**src/rtl/bip_program_loader_if.sv**
```systemverilog
`default_nettype none
// ============================================================================
// Module   : bip_program_loader_if
// Purpose  : Bundles the signals between the BIP program loader and the blocks
//            around it: the UART RX byte strobe, the program-memory write
//            port and the load-status flags seen by the BIP top.
// Signals  : i_start        arm a load (one-cycle pulse)
//            i_rx_data      received byte
//            i_rx_valid     byte strobe, one cycle
//            o_pm_wr_en     program memory write enable
//            o_pm_addr      program memory write address
//            o_pm_data      program memory write data
//            o_cpu_hold     CPU held in reset while high
//            o_done         load finished successfully
//            o_error        load aborted on low-byte timeout
//            o_word_count   words written in the current or last load
// Modports : slave  - the loader itself
//            master - the surrounding logic driving bytes and start
// Revision : 1.0 - initial release
// ============================================================================
interface bip_program_loader_if #(
  parameter int NB_BYTE   = 8,
  parameter int NB_ADDR   = 11,
  parameter int RAM_WIDTH = 16
);
  logic                 i_start;
  logic [NB_BYTE-1:0]   i_rx_data;
  logic                 i_rx_valid;
  logic                 o_pm_wr_en;
  logic [NB_ADDR-1:0]   o_pm_addr;
  logic [RAM_WIDTH-1:0] o_pm_data;
  logic                 o_cpu_hold;
  logic                 o_done;
  logic                 o_error;
  logic [NB_ADDR:0]     o_word_count;

  modport slave (
    input  i_start, i_rx_data, i_rx_valid,
    output o_pm_wr_en, o_pm_addr, o_pm_data, o_cpu_hold, o_done, o_error,
           o_word_count
  );

  modport master (
    output i_start, i_rx_data, i_rx_valid,
    input  o_pm_wr_en, o_pm_addr, o_pm_data, o_cpu_hold, o_done, o_error,
           o_word_count
  );
endinterface
`default_nettype wire

```
**src/rtl/bip_program_loader.sv**
```systemverilog
`default_nettype none
// ============================================================================
// Module   : bip_program_loader
// Purpose  : Assembles UART bytes (MSB first) into instructions and writes
//            them to consecutive program-memory addresses from 0, holding the
//            CPU in reset until a HALT word or the last address is written.
// Ports    : i_clk  - clock, rising edge
//            i_rst  - asynchronous reset, active low
//            bus    - bip_program_loader_if.slave (start, RX bytes, memory
//                     write port, hold/done/error flags, word count)
// Revision : 1.0 - initial release
// ============================================================================
module bip_program_loader #(
  parameter int                 RAM_WIDTH      = 16,
  parameter int                 NB_ADDR        = 11,
  parameter int                 NB_BYTE        = 8,
  parameter int                 NB_OPCODE      = 5,
  parameter logic [NB_OPCODE-1:0] HALT_OPCODE  = 5'b00000,
  parameter int                 NB_TIMEOUT     = 22,
  parameter int                 TIMEOUT_CYCLES = 2000000
) (
  input  wire logic              i_clk,
  input  wire logic              i_rst,
  bip_program_loader_if.slave    bus
);

  localparam logic [NB_TIMEOUT-1:0] c_timeout_last = NB_TIMEOUT'(TIMEOUT_CYCLES - 1);
  localparam logic [NB_ADDR:0]      c_count_one    = (NB_ADDR+1)'(1);
  localparam logic [NB_ADDR-1:0]    c_addr_one     = NB_ADDR'(1);

  typedef enum logic [2:0] {
    ST_IDLE    = 3'd0,
    ST_WAIT_HI = 3'd1,
    ST_WAIT_LO = 3'd2,
    ST_WRITE   = 3'd3,
    ST_DONE    = 3'd4,
    ST_ERROR   = 3'd5
  } state_t;

  state_t                 r_state;
  logic [NB_BYTE-1:0]     r_hi_byte;
  logic [NB_TIMEOUT-1:0]  r_timeout;
  logic                   r_pm_wr_en;
  logic [NB_ADDR-1:0]     r_pm_addr;
  logic [RAM_WIDTH-1:0]   r_pm_data;
  logic                   r_cpu_hold;
  logic                   r_done;
  logic                   r_error;
  logic [NB_ADDR:0]       r_word_count;

  logic w_halt_word;
  logic w_last_addr;
  logic w_terminate;

  // The word being written is in r_pm_data during WRITE, so the termination
  // decision is made from the registered copy.
  assign w_halt_word = (r_pm_data[RAM_WIDTH-1 -: NB_OPCODE] == HALT_OPCODE);
  assign w_last_addr = &r_pm_addr;
  assign w_terminate = w_halt_word | w_last_addr;

  always_ff @(posedge i_clk or negedge i_rst) begin
    if (!i_rst) begin
      r_state      <= ST_IDLE;
      r_hi_byte    <= '0;
      r_timeout    <= '0;
      r_pm_wr_en   <= 1'b0;
      r_pm_addr    <= '0;
      r_pm_data    <= '0;
      r_cpu_hold   <= 1'b1;
      r_done       <= 1'b0;
      r_error      <= 1'b0;
      r_word_count <= '0;
    end else begin
      r_pm_wr_en <= 1'b0;
      case (r_state)
        // Idle, finished and failed loads all re-arm the same way.
        ST_IDLE, ST_DONE, ST_ERROR: begin
          if (bus.i_start) begin
            r_state      <= ST_WAIT_HI;
            r_pm_addr    <= '0;
            r_word_count <= '0;
            r_error      <= 1'b0;
            r_done       <= 1'b0;
            r_cpu_hold   <= 1'b1;
          end
        end

        ST_WAIT_HI: begin
          if (bus.i_rx_valid) begin
            r_hi_byte <= bus.i_rx_data;
            r_timeout <= '0;
            r_state   <= ST_WAIT_LO;
          end
        end

        // A byte arriving on the expiry cycle still completes the word.
        ST_WAIT_LO: begin
          if (bus.i_rx_valid) begin
            r_pm_data  <= {r_hi_byte, bus.i_rx_data};
            r_pm_wr_en <= 1'b1;
            r_state    <= ST_WRITE;
          end else if (r_timeout == c_timeout_last) begin
            r_error <= 1'b1;
            r_state <= ST_ERROR;
          end else begin
            r_timeout <= r_timeout + 1'b1;
          end
        end

        // Single write cycle. A byte strobed here is already the next high
        // byte unless this word ends the load, in which case it is dropped.
        ST_WRITE: begin
          r_word_count <= r_word_count + c_count_one;
          if (w_terminate) begin
            r_done     <= 1'b1;
            r_cpu_hold <= 1'b0;
            r_state    <= ST_DONE;
          end else begin
            r_pm_addr <= r_pm_addr + c_addr_one;
            if (bus.i_rx_valid) begin
              r_hi_byte <= bus.i_rx_data;
              r_timeout <= '0;
              r_state   <= ST_WAIT_LO;
            end else begin
              r_state <= ST_WAIT_HI;
            end
          end
        end

        default: r_state <= ST_IDLE;
      endcase
    end
  end

  assign bus.o_pm_wr_en   = r_pm_wr_en;
  assign bus.o_pm_addr    = r_pm_addr;
  assign bus.o_pm_data    = r_pm_data;
  assign bus.o_cpu_hold   = r_cpu_hold;
  assign bus.o_done       = r_done;
  assign bus.o_error      = r_error;
  assign bus.o_word_count = r_word_count;

endmodule
`default_nettype wire
```
**src/flat_wrapper.sv**
```systemverilog
// flat-port wrapper written by rule: the top's interface ports become plain ports
module bip_program_loader_flat 
#(
  parameter int                 RAM_WIDTH      = 16,
  parameter int                 NB_ADDR        = 11,
  parameter int                 NB_BYTE        = 8,
  parameter int                 NB_OPCODE      = 5,
  parameter logic [NB_OPCODE-1:0] HALT_OPCODE  = 5'b00000,
  parameter int                 NB_TIMEOUT     = 22,
  parameter int                 TIMEOUT_CYCLES = 2000000
)
  (i_clk, i_rst, bus_i_start, bus_i_rx_data, bus_i_rx_valid, bus_o_pm_wr_en, bus_o_pm_addr, bus_o_pm_data, bus_o_cpu_hold, bus_o_done, bus_o_error, bus_o_word_count);
  bip_program_loader_if #(.NB_BYTE(NB_BYTE), .NB_ADDR(NB_ADDR), .RAM_WIDTH(RAM_WIDTH)) bus_i ();
  input  wire logic i_clk;
  input  wire logic i_rst;
  input wire logic [$bits(bus_i.i_start)-1:0] bus_i_start;
  input wire logic [$bits(bus_i.i_rx_data)-1:0] bus_i_rx_data;
  input wire logic [$bits(bus_i.i_rx_valid)-1:0] bus_i_rx_valid;
  output wire logic [$bits(bus_i.o_pm_wr_en)-1:0] bus_o_pm_wr_en;
  output wire logic [$bits(bus_i.o_pm_addr)-1:0] bus_o_pm_addr;
  output wire logic [$bits(bus_i.o_pm_data)-1:0] bus_o_pm_data;
  output wire logic [$bits(bus_i.o_cpu_hold)-1:0] bus_o_cpu_hold;
  output wire logic [$bits(bus_i.o_done)-1:0] bus_o_done;
  output wire logic [$bits(bus_i.o_error)-1:0] bus_o_error;
  output wire logic [$bits(bus_i.o_word_count)-1:0] bus_o_word_count;
  assign bus_i.i_start = bus_i_start;
  assign bus_i.i_rx_data = bus_i_rx_data;
  assign bus_i.i_rx_valid = bus_i_rx_valid;
  assign bus_o_pm_wr_en = bus_i.o_pm_wr_en;
  assign bus_o_pm_addr = bus_i.o_pm_addr;
  assign bus_o_pm_data = bus_i.o_pm_data;
  assign bus_o_cpu_hold = bus_i.o_cpu_hold;
  assign bus_o_done = bus_i.o_done;
  assign bus_o_error = bus_i.o_error;
  assign bus_o_word_count = bus_i.o_word_count;
  bip_program_loader #(.RAM_WIDTH(RAM_WIDTH), .NB_ADDR(NB_ADDR), .NB_BYTE(NB_BYTE), .NB_OPCODE(NB_OPCODE), .HALT_OPCODE(HALT_OPCODE), .NB_TIMEOUT(NB_TIMEOUT), .TIMEOUT_CYCLES(TIMEOUT_CYCLES)) u_core (.i_clk(i_clk), .i_rst(i_rst), .bus(bus_i));
endmodule
```
**config.mk**
```make
export PLATFORM = sky130hd
export DESIGN_NAME = bip_program_loader_flat
export DESIGN_NICKNAME = d
export VERILOG_FILES = /design/src/rtl/bip_program_loader_if.sv /design/src/rtl/bip_program_loader.sv /design/src/flat_wrapper.sv
export SDC_FILE = /design/constraint.sdc
export NUM_CORES = 1
export LEC_CHECK = 0
export ABC_AREA = 0
export ABC_CLOCK_PERIOD_IN_PS = 2040
export CAP_MARGIN = 20
export CELL_PAD_IN_SITES_DETAIL_PLACEMENT = 2
export CELL_PAD_IN_SITES_GLOBAL_PLACEMENT = 2
export CORE_MARGIN = 5
export CORE_UTILIZATION = 32
export CTS_BUF_LIST = sky130_fd_sc_hd__clkbuf_8
export DETAILED_ROUTE_END_ITERATION = 6
export PLACE_DENSITY = 0.86
export SLEW_MARGIN = 0
export SYNTH_ARGS = -nofsm -noshare
export SYNTH_HDL_FRONTEND = slang
export SYNTH_SLANG_ARGS = --single-unit
```
**constraint.sdc**
```tcl
create_clock -name i_clk -period 2.04 [get_ports i_clk]
set_input_delay 0.408 -clock i_clk [delete_from_list [all_inputs] [get_ports i_clk]]
set_output_delay 0.408 -clock i_clk [all_outputs]
set_load 0.01 [all_outputs]
```
==> flow_metrics.env <==
export IMPL_hold_path_class="in -> async"
export IMPL_synthArstFlopShare_pct=100
export IMPL_fin_nets=492
export IMPL_clockBufferDepth=2
export IMPL_worst_pin_slew_ns=0.722
export IMPL_synth_cell_area_um2=3710
export IMPL_vias_per_cell=5.72
export IMPL_r2r_cells=7
export IMPL_core_area_um2=11400
export IMPL_synth_seq_area_share_pct=51.3
export IMPL_cts_tree="built"
export IMPL_grt_max_degree=32
export IMPL_ys_flop_type="dfrtp_1"
export IMPL_finalNonFillerCells=624
export IMPL_final_cell_mix="71 x dfrtp_1, 60 x buf_4, 53 x clkdlybuf4s50_1, 34 x nand2_1, 20 x o21ai_0"
export IMPL_grt_pass1_vias=4051
export IMPL_drive_above_1_share_pct=33.3
export IMPL_final_util_pct=48.6
export IMPL_clk_pin_slew_ns=0.09
export IMPL_grt_usage_pct=21.5
export IMPL_antenna_left=0
export IMPL_clock_skew_ns=0.0165
export IMPL_vias=3571
export IMPL_leakagePower_uw=0.00224
export IMPL_endpoint_kind="flip-flop"
export IMPL_clock_latency_ns=0.37
export IMPL_die_h_um=118
export IMPL_antenna_found_initial=0
export IMPL_max_slew_margin_pct=51.6
export IMPL_fin_crit_sh_pct=110
export IMPL_switching_share_pct=36.3
export IMPL_combPwrFrac_pct=43.2
export IMPL_ios=55
export IMPL_p_int_uw=4100
export IMPL_max_vdd_ir_drop_mv=0.719
export IMPL_ys_ff_latch=76
export IMPL_status="complete, but fails checks"
export IMPL_post_drt_wl_per_cell_um=25.1
export IMPL_cts_root_buf="clkbuf_8"
export IMPL_diodes=0
export IMPL_final_common_cell="dfrtp_1"
export IMPL_setup_slack_ns=-0.208
export IMPL_period_needed_ns=2.25
export IMPL_failed_checks="hold timing, setup timing"
export IMPL_drtIter0Drc=180
export IMPL_p_seq_share_pct=34.3
export IMPL_start_util_pct=32.6
export IMPL_die_w_um=118
export IMPL_drv_slew=0
export IMPL_cts_sinks=76
export IMPL_synth_cell_types=58
export IMPL_max_freq_mhz=445
export IMPL_syn_area_per_cell_um2=10.4
export IMPL_place_congestion=0.779
export IMPL_dp_cells=596
export IMPL_overflow=0
export IMPL_rsz0062_at_grt="true"
export IMPL_finalHoldViolCount=6
export IMPL_p_per_area_nw_per_um2=1160
export IMPL_syn_inst=358
export IMPL_port_buffers=54
export IMPL_cts_hold_buf=0
export IMPL_post_route_drc_count=0
export IMPL_core_rowCount=39
export IMPL_setup_violations_final=26
export IMPL_power_total_uw=6430
export IMPL_die_area_um2=13900
export IMPL_critical_path_class="reg -> reg"
export IMPL_power_switching_uw=2330
export IMPL_hpwl_mm=9.18
export IMPL_critPathRequiredTime_ns=2.32
export IMPL_firstDrtPassIters=4
export IMPL_syn_num_nets=373
export IMPL_arrival_ns=2.53
export IMPL_cts_made_buffers=9
export IMPL_hold_ws_ns=-0.00855
export IMPL_htreeDepth=3
export IMPL_cp_start_kind="flip-flop"
export IMPL_maxCapViolCount=0
export IMPL_synthToLayoutAreaGrowth_pct=49.0
export IMPL_wl_mm=15.7
export IMPL_path_max_fanout=6
export IMPL_clockPowerShare_pct=22.5
export IMPL_synth_edf_count=0
export IMPL_ys_warn_count=0
export IMPL_grt_pass1_wl_mm=23.5
## per-stage QoR
| step | setup slack [ns] | TNS, ns | cell area (um^2) |
|---|---|---|---|
| floorplan | 0.00431 | 0 | 3720 |
| global placement | -0.0631 | -0.770 | 4820 |
| detailed placement | -0.212 | -4.48 | 4820 |
| CTS | -0.0450 | -0.360 | 5290 |
| global route | -0.224 | -4.34 | 5530 |
| finish | -0.208 | -2.90 | 5530 |
## power by group through the flow
stage / logic (uW) / registers (uW) / clock network (uW)
CTS: 2500 / 2160 / 1450
global route: 2950 / 2250 / 1540
finish: 2780 / 2210 / 1450
floorplan: 1040 / 2170 / 0
detailed placement: 2290 / 2170 / 0
global placement: 2130 / 2120 / 0
## Yosys cell counts (2+ instances only)
library cell | instances | area share, %
dfrtp_1 | 75 | 51
nand2_1 | 34 | 3.4
nor2_1 | 24 | 2.4
o21ai_0 | 23 | 3.1
mux2_2 | 19 | 5.8
nand3_1 | 17 | 2.3
a31oi_1 | 15 | 2.5
a21oi_1 | 14 | 1.9
nand4_1 | 12 | 2.0
nor3_1 | 9 | 1.2
inv_1 | 7 | 0.71
mux2_1 | 7 | 2.1
a22o_1 | 6 | 1.4
buf_2 | 6 | 0.81
clkbuf_1 | 6 | 0.61
o21ai_1 | 6 | 0.81
nor4_1 | 5 | 0.84
a41oi_1 | 4 | 0.94
and3_1 | 4 | 0.67
a21boi_0 | 3 | 0.61
a2bb2oi_1 | 3 | 0.71
and2_1 | 3 | 0.51
ha_1 | 3 | 1.0
mux2i_1 | 3 | 0.81
nand2b_1 | 3 | 0.51
nor2b_1 | 3 | 0.51
o211ai_1 | 3 | 0.61
o31ai_1 | 3 | 0.61
or4_1 | 3 | 0.61
buf_6 | 2 | 0.61
nand3b_1 | 2 | 0.40
o211a_1 | 2 | 0.54
o211ai_2 | 2 | 0.67
or3_1 | 2 | 0.34
xnor2_1 | 2 | 0.47
## worst paths after layout
kind	startpoint	to	slack (ns)
max	u_core.r_timeout[14]	u_core.r_timeout[3]	-0.21
min	i_rst	u_core.r_timeout[7]	-0.009
max reg2reg	u_core.r_timeout[14]	u_core.r_timeout[3]	-0.21
min reg2reg	u_core.bus.o_cpu_hold	u_core.bus.o_cpu_hold	0.48
max in group asynchronous	i_rst	u_core.r_timeout[2]	1.41
min in group i_clk	u_core.bus.o_cpu_hold	u_core.bus.o_cpu_hold	0.48
## layout make-up
cell class	instances	area (um^2)
Fill cell	1157	5840
Multi-Input combinational cell	260	2030
Sequential cell	76	1910
Timing Repair Buffer	123	1140
Tap cell	143	179
Clock buffer	10	138
Clock inverter	5	101
Inverter	7	26.3
## state kept, by name, summed over array words and instances, names as in the netlist
| register | count |
|---|---|
| u_core.bus.o_cpu_hold | 1 |
| u_core.bus.o_done | 1 |
| u_core.bus.o_error | 1 |
| u_core.bus.o_pm_addr | 11 |
| u_core.bus.o_pm_data | 16 |
| u_core.bus.o_pm_wr_en | 1 |
| u_core.bus.o_word_count | 12 |
| u_core.r_hi_byte | 8 |
| u_core.r_state | 3 |
| u_core.r_timeout | 22 |
## repair_timing
item                       4_1_cts  5_1_grt
pin swaps                       11       10
setup endpoints to repair       37       54
hold endpoints to repair         0        0
setup buffers                    7        5
gates cloned                     0        1
gates resized for setup         31       34
## metal layers
| metal | vias to the layer above | track usage, % | share of wire [%] |
|---|---|---|---|
| met4 | 0 | 10.8 | 3.7 |
| met1 | 1863 | 24.7 | 39 |
| met2 | 88 | 38.5 | 54 |
| met5 | - | 0 | 0 |
| li1 | 1585 | - | - |
| met3 | 35 | 3.17 | 2.9 |
## cell families (layout without fill, tap and decap cells)
kind of cell | Yosys count | after routing | share of synthesized area, %
XOR/XNOR | 3 | 3 | 0.708
buffers and inverters | 22 | 145 | 2.83
AO/OA/AOI/OAI | 93 | 93 | 16.8
multiplexers | 29 | 29 | 8.70
AND/OR/NAND/NOR | 132 | 132 | 18.6
flip-flops | 76 | 76 | 51.3
adder cells (fa/ha/maj) | 3 | 3 | 1.01
## critical path, stage by stage, from the launching register on
cell	delay (ns)
dfrtp_1	0.41
or4_4	0.57
nor4_4	0.29
buf_6	0.18
o211ai_4	0.08
and3b_4	0.24
buf_12	0.15
a31oi_1	0.23
No activity file was read; power rests on OpenSTA's default activity.
